<file path="src/rtl/updown_counter.sv">
// Parameterised up/down counter with independent wrap targets for overflow
// and underflow, optional saturation, synchronous clear/load and registered
// one-cycle wrap pulses.
module updown_counter #(
    parameter int     WIDTH           = 8,
    parameter longint MIN_VALUE       = 0,
    parameter longint MAX_VALUE       = (longint'(1) << WIDTH) - 1,
    parameter longint RESET_VALUE     = MIN_VALUE,
    parameter longint ROLLOVER_VALUE  = MIN_VALUE,
    parameter longint ROLLUNDER_VALUE = MAX_VALUE,
    parameter longint STEP            = 1,
    parameter bit     SATURATE        = 1'b0
) (
    input  logic             clk,
    input  logic             reset,
    input  logic             enable,
    input  logic             up,
    input  logic             clear,
    input  logic             load,
    input  logic [WIDTH-1:0] load_value,
    output logic [WIDTH-1:0] cnt,
    output logic             rollover,
    output logic             rollunder,
    output logic             at_max,
    output logic             at_min
);

    // Parameter legality is checked at elaboration so a bad configuration
    // never reaches synthesis.
    if (WIDTH < 2 || WIDTH > 32) begin : g_bad_width
        $error("updown_counter: WIDTH must be in 2..32");
    end
    if (MIN_VALUE < 0 || MAX_VALUE <= MIN_VALUE ||
        MAX_VALUE > (longint'(1) << WIDTH) - 1) begin : g_bad_range
        $error("updown_counter: need 0 <= MIN_VALUE < MAX_VALUE <= 2**WIDTH-1");
    end
    if (RESET_VALUE < MIN_VALUE || RESET_VALUE > MAX_VALUE ||
        ROLLOVER_VALUE < MIN_VALUE || ROLLOVER_VALUE > MAX_VALUE ||
        ROLLUNDER_VALUE < MIN_VALUE || ROLLUNDER_VALUE > MAX_VALUE) begin : g_bad_target
        $error("updown_counter: reset/rollover/rollunder values must lie in [MIN_VALUE, MAX_VALUE]");
    end
    if (STEP < 1 || STEP > MAX_VALUE - ROLLOVER_VALUE + 1 ||
        STEP > ROLLUNDER_VALUE - MIN_VALUE + 1) begin : g_bad_step
        $error("updown_counter: STEP out of range for the wrap spans");
    end

    // Wrap spans: how far a wrap moves the count back (up) or forward (down).
    localparam longint SPAN_UP = MAX_VALUE - ROLLOVER_VALUE + 1;
    localparam longint SPAN_DN = ROLLUNDER_VALUE - MIN_VALUE + 1;

    // Comparison constants are one bit wider than the count so that
    // cnt+STEP is never truncated when MAX_VALUE = 2**WIDTH-1.
    localparam logic [WIDTH:0] MAX_X    = (WIDTH+1)'(MAX_VALUE);
    localparam logic [WIDTH:0] STEP_X   = (WIDTH+1)'(STEP);
    localparam logic [WIDTH:0] DN_THR_X = (WIDTH+1)'(MIN_VALUE + STEP);

    // Result constants: wrapped results always land in range, so modular
    // WIDTH-bit arithmetic gives the exact value.
    localparam logic [WIDTH-1:0] MIN_N      = WIDTH'(MIN_VALUE);
    localparam logic [WIDTH-1:0] MAX_N      = WIDTH'(MAX_VALUE);
    localparam logic [WIDTH-1:0] RESET_N    = WIDTH'(RESET_VALUE);
    localparam logic [WIDTH-1:0] STEP_N     = WIDTH'(STEP);
    localparam logic [WIDTH-1:0] UP_WRAP_N  = WIDTH'(STEP - SPAN_UP);
    localparam logic [WIDTH-1:0] DN_WRAP_N  = WIDTH'(SPAN_DN - STEP);

    logic [WIDTH:0]   up_sum;
    logic             up_over;
    logic             dn_under;
    logic [WIDTH-1:0] cnt_next;
    logic             rollover_next;
    logic             rollunder_next;

    // Next-count selection: clear > load > enable > hold.
    always_comb begin
        // NOTE: every output of this block gets a default first so no path
        // leaves a signal unassigned and infers a latch.
        cnt_next       = cnt;
        rollover_next  = 1'b0;
        rollunder_next = 1'b0;
        up_sum         = {1'b0, cnt} + STEP_X;
        up_over        = (up_sum > MAX_X);
        dn_under       = ({1'b0, cnt} < DN_THR_X);

        if (clear) begin
            cnt_next = RESET_N;
        end else if (load) begin
            if (load_value < MIN_N)
                cnt_next = MIN_N;
            else if (load_value > MAX_N)
                cnt_next = MAX_N;
            else
                cnt_next = load_value;
        end else if (enable) begin
            if (up) begin
                if (!up_over)
                    cnt_next = cnt + STEP_N;
                else if (SATURATE)
                    cnt_next = MAX_N;
                else begin
                    cnt_next      = cnt + UP_WRAP_N;
                    rollover_next = 1'b1;
                end
            end else begin
                if (!dn_under)
                    cnt_next = cnt - STEP_N;
                else if (SATURATE)
                    cnt_next = MIN_N;
                else begin
                    cnt_next       = cnt + DN_WRAP_N;
                    rollunder_next = 1'b1;
                end
            end
        end
    end

    // Count and wrap-pulse registers; reset forces the idle state at once.
    always_ff @(posedge clk or posedge reset) begin
        // NOTE: sequential state uses non-blocking assignments so every
        // register samples pre-edge values regardless of statement order.
        if (reset) begin
            cnt       <= RESET_N;
            rollover  <= 1'b0;
            rollunder <= 1'b0;
        end else begin
            cnt       <= cnt_next;
            rollover  <= rollover_next;
            rollunder <= rollunder_next;
        end
    end

    // Boundary flags follow the current count directly.
    assign at_max = (cnt == MAX_N);
    assign at_min = (cnt == MIN_N);

endmodule

</file>
<file path="config.mk">
export PLATFORM = sky130hd
export DESIGN_NAME = updown_counter
export DESIGN_NICKNAME = d
export VERILOG_FILES = /design/src/rtl/updown_counter.sv
export SDC_FILE = /design/constraint.sdc
export NUM_CORES = 1
export LEC_CHECK = 0
export BUFFER_PORTS_ARGS = -buffer_cell sky130_fd_sc_hd__buf_2
export CAP_MARGIN = 20
export CORE_AREA = 8 8 50 52
export CTS_CLUSTER_DIAMETER = 40
export CTS_CLUSTER_SIZE = 24
export DETAILED_ROUTE_END_ITERATION = 7
export DIE_AREA = 0 0 58 60
export PLACE_DENSITY = 0.75
export SLEW_MARGIN = 30
export SYNTH_ARGS = -nofsm -noshare
export SYNTH_HDL_FRONTEND = slang
export SYNTH_SLANG_ARGS = --single-unit
</file>
<file path="constraint.sdc">
create_clock -name clk -period 1.9 [get_ports clk]
set_input_delay 0.095 -clock clk [delete_from_list [all_inputs] [get_ports clk]]
set_output_delay 0.095 -clock clk [all_outputs]
set_load 0.05 [all_outputs]
</file>
==> Yosys cells after proc, flatten, opt, wreduce, memory -nomap -nowiden <==
Index checks and enable logic that the tools add are counted.
Widths: inputs -> output; s select.
{ "classes": {"addsub": 4, "magnitude_cmp": 4, "n_eq_ne": 1, "mux": 17, "reduce_logical": 2} }
{ "op_table": {"columns": ["operator", "n"], "rows": [
  ["$mux 8", 7],
  ["$lt 8x1->1 const B", 2],
  ["$mux 1", 10],
  ["$add 8x1->9 const B", 1],
  ["$gt 9x8->1 const B", 1],
  ["$add 8x1->8 const B", 1],
  ["$add 8x8->8 const B", 1],
  ["$eq 8x8->1 const B", 1],
  ["$gt 8x8->1 const B", 1],
  ["$logic_not 8->1", 1],
  ["$sub 8x1->8 const B", 1],
  ["$reduce_bool 3->1", 1]
]} }
{ "word_totals": {"register_bits": 10, "in_bits": 14, "out_inout_bits": 12} }

==> Depth between registers and ports, before layout <==
{ "logic_depth": {"depth_word": 7, "depth_mapped": 7, "depth_no_buf": 6} }

==> Worst setup path before layout <==
No wires, ideal clock.
{ "synth_timing": {"path_type": "flip-flop to flip-flop", "startpoint": "register cnt[2]", "endpoint": "register rollunder", "arrival_ps": 2539, "slack_ps": -721, "path_stages_with_launch": 5, "period_less_slack_ps": 2621, "path_cell_list": "dfrtp_1 -> buf_2 -> or4_4 -> nor4b_2 -> nor3b_2"} }
{ "synth_between": {"elab_chain_cells": 6} }
{ "synth_lines": {"columns": ["element", "line", "rtl"], "rows": [
  ["start, declared", "21", "output logic [WIDTH-1:0] cnt,"],
  ["start signal, assigned", "125", "cnt <= cnt_next;"],
  ["$lt 8x1->1", "82", "dn_under = ({1'b0, cnt} < DN_THR_X);"],
  ["$mux 1", "104", "if (!dn_under)"],
  ["$mux 1", "94", "if (up) begin"],
  ["$mux 1", "93", "end else if (enable) begin"],
  ["$mux 1", "86", "end else if (load) begin"],
  ["$mux 1", "84", "if (clear) begin"],
  ["net rollunder_next", "71", "logic rollunder_next;"],
  ["end signal, assigned", "127", "rollunder <= rollunder_next;"],
  ["end, declared", "23", "output logic rollunder,"]
]} }
The timed path passes the listed nets, and every way through them passes these cells.
A chain may end at the register's enable or synchronous reset.

==> Final worst setup path <==
{ "layout_timing": {"startpoint": "register cnt[5]", "endpoint": "output at_min"} }
{ "layout_between": {"elab_chain_cells": 1} }
{ "layout_lines": {"columns": ["element", "line", "rtl"], "rows": [
  ["$logic_not 8->1", "133", "assign at_min = (cnt == MIN_N);"],
  ["end, declared", "25", "output logic at_min"]
]} }
Every way passes these cells.

==> flow_summary_export.csv <==
group,metric,value,unit
outcome,status,"finished, final reports clean",
drt,wire_per_inst,16.87,microns
floorplan,initial_core_util,0.4486,
global_route,antenna_found_initial,0,
cells_and_area,antenna_cells,0,
power,cellPowerDensity,682.1,nW/um^2
floorplan,coreArea,1802,sq um
synthesis,synth_seq_cells,10,
power,total_power,0.6913,mW
critical_path,crit_path_start_kind,"flop",
timing,finClkSkew,2.479,ps
placed_design,dp_slack,170.6,ps
power,p_leak,0.4779,nW
cells_and_area,fillCellCount,161,
floorplan,die_width,58,microns
timing,fmaxAchievable,553.4,MHz
placed_design,port_buffers,25,
synthesis,synth_edf_count,0,
cts,clk_pin_slew,80,ps
cts,cts_htree_levels,1,
cts,clock-sinks,10,
cells_and_area,multi_input_area,504.2,sq um
floorplan,top_level_ports,26,
synthesis,synth_area,808.3,sq um
timing,hold_viol_final,0,
drt,viasPerCell,5.963,
timing,relSlewSlack,0.7222,
synthesis,synthArstFlopShare,1.000,
critical_path,cp_max_fo,4,
cells_and_area,finalNetCount,135,
placed_design,postPlaceCellArea,938.4,sq um
timing,period_minus_slack,1807,ps
global_route,grt_pass1_wl,3546,microns
critical_path,worst_setup_path_end_kind,"output pin",
drt,ant_nets,0,
floorplan,die_area,3480,sq um
cts,tritoncts,"yes",
synthesis,syn_inst,92,
drt,vias,805,
synthesis,synth_fp_nets,109,
timing,final-setup-viol-count,0,
cells_and_area,stdcell_count,135,
global_route,grt_pass1_vias,772,
placed_design,dp.cells,127,
timing,setup_ws,92.91,ps
critical_path,critPathKind,"flop to output pin",
floorplan,fp-row-count,16,
timing,fin_crit_sh,0.9511,
synthesis,ys_warn_count,0,
drt,totalWireLength,2277,microns
cells_and_area,final_area,1013,sq um
cts,clk_latency,270,ps
job,cap_violations,0,
cts,root_buffer,"clkbuf_4",
timing,rsz0062_at_grt,"false",
floorplan,fp.dieH,60,microns
global_route,grt_overflow_total,0,
synthesis,yosysUniqueCellTypes,39,
synthesis,synth.avg_cell_area,8.786,sq um
drt,drt_iter0_drc,22,
hold_path,min_path_type,"primary input to flop",
synthesis,yosysSeqAreaShare,0.3096,
timing,tightest_slew,416.3,ps
cells_and_area,drive_above_1_share,0.4017,
drt,drc,0,
timing,hold_ws,51.80,ps
critical_path,cp.required,1800,ps
global_route,grt_max_degree,13,
timing,final_max_slew_viol_count,0,
synthesis,synth_ff_type,"dfrtp_1",
drt,drt_first_pass_iters,4,
placed_design,dpl.hpwl,1563,microns
synthesis,yosysTopAreaCellShare,0.3096,
global_route,grt_use_total,0.1332,
cells_and_area,syn_to_final_growth,25.39,%
critical_path,critPathArrivalTime,1710,ps
power,peakVddDrop,332.0,uV
synthesis,synth_largest_area_cell,"dfrtp_1",
placed_design,place_congestion,0.8376,
cts,cts_inserted_buffers,3,
cts,clk_path_buf_depth,2,
cells_and_area,seq_area,256.5,sq um
synthesis,synth.area.top_cells,"dfrtp_1 (31%), xor2_1 (5.4%), ha_1 (4.6%)",
-- worst paths after layout --
check | cells after the start | slack [ps] | start | to
min in group asynchronous | 3 | 360 | reset | cnt[7]$_DFFE_PP0P_
min | 3 | 50 | load_value[1] | cnt[1]$_DFFE_PP0P_
max | 3 | 90 | cnt[5]$_DFFE_PP0P_ | at_min
max reg2reg | 5 | 100 | cnt[1]$_DFFE_PP0P_ | rollover$_DFF_PP0_
max in group asynchronous | 3 | 1230 | reset | cnt[0]$_DFFE_PP0P_
min reg2reg | 2 | 610 | cnt[5]$_DFFE_PP0P_ | rollover$_DFF_PP0_
-- state kept, by name, indices dropped and copies added, names as in the netlist --
signal	count
cnt	8
rollover	1
rollunder	1
-- what timing repair did --
action	in CTS	in global routing
hold endpoints to repair	10	0
pin swaps	0	1
resized for setup	2	0
buffers inserted	1	2
endpoints found under the setup margin	1	1
hold buffers	1	0
-- per-stage QoR --
step                utilization  setup TNS, ps
floorplan                     -         -305.4
global placement         0.5208              0
detailed placement       0.5208              0
CTS                      0.5542              0
global route             0.5625              0
finish                   0.5625              0
-- synth_stat cells, types with 3 or more instances --
cell	instances
clkbuf_1	4
buf_2	3
a21oi_1	3
dfrtp_1	10
and4_1	3
ha_1	3
nand4_1	4
o21ai_0	3
a211oi_1	4
nor2_1	6
xor2_1	5
inv_1	6
nand2_1	7
-- report_power, final --
part / internal [mW] / total [mW] / switching, mW
registers: 0.228 / 0.255 / 0.0270
logic: 0.0882 / 0.232 / 0.144
clock network: 0.117 / 0.204 / 0.0878
-- cell usage in the layout (no fill, tap or decap), types with 2 or more instances in the layout --
cell,instances
nand2_1,7
a211oi_1,4
nor4b_1,2
mux2i_1,2
nand3_1,2
dfrtp_1,5
buf_2,24
nor4_1,2
nand4_1,4
ha_1,3
o21ai_0,3
nor2_1,6
buf_4,4
a21oi_1,3
and4_1,3
xor2_1,5
dfrtp_2,5
clkbuf_4,3
inv_1,6
-- per-layer routing --
metal	vias to the layer above	global-route usage	part of all wire
li1	388	-	-
met1	378	0.1584	0.44
met2	32	0.2134	0.47
met3	7	0.04731	0.075
met4	0	0.05245	0.017
met5	-	0	0
-- worst max-delay path: stages (launching register included) --
cell and delay [ps]:
dfrtp_2 430, or4_4 570, nor4b_4 250, buf_6 190
-- cells by family after synthesis --
family | Yosys count | synth area share
xor gates and xnor gates | 5 | 0.05418
adders and majority gates | 4 | 0.05883
buffers and inverters | 15 | 0.07739
and+or+nand+nor | 38 | 0.2988
DFF | 10 | 0.3096
muxes | 2 | 0.02477
AOI/OAI and AO/OA | 18 | 0.1765
-- cell type report --
class                   count  share of cell area
flip-flops and latches     10              0.2531
inverters                   6             0.02222
multi-input cells          67              0.4975
clock buffers               4             0.03580
well taps                  18             0.02222
repair buffers             30              0.1691
Note: power is estimated with default switching activity, not from simulation.
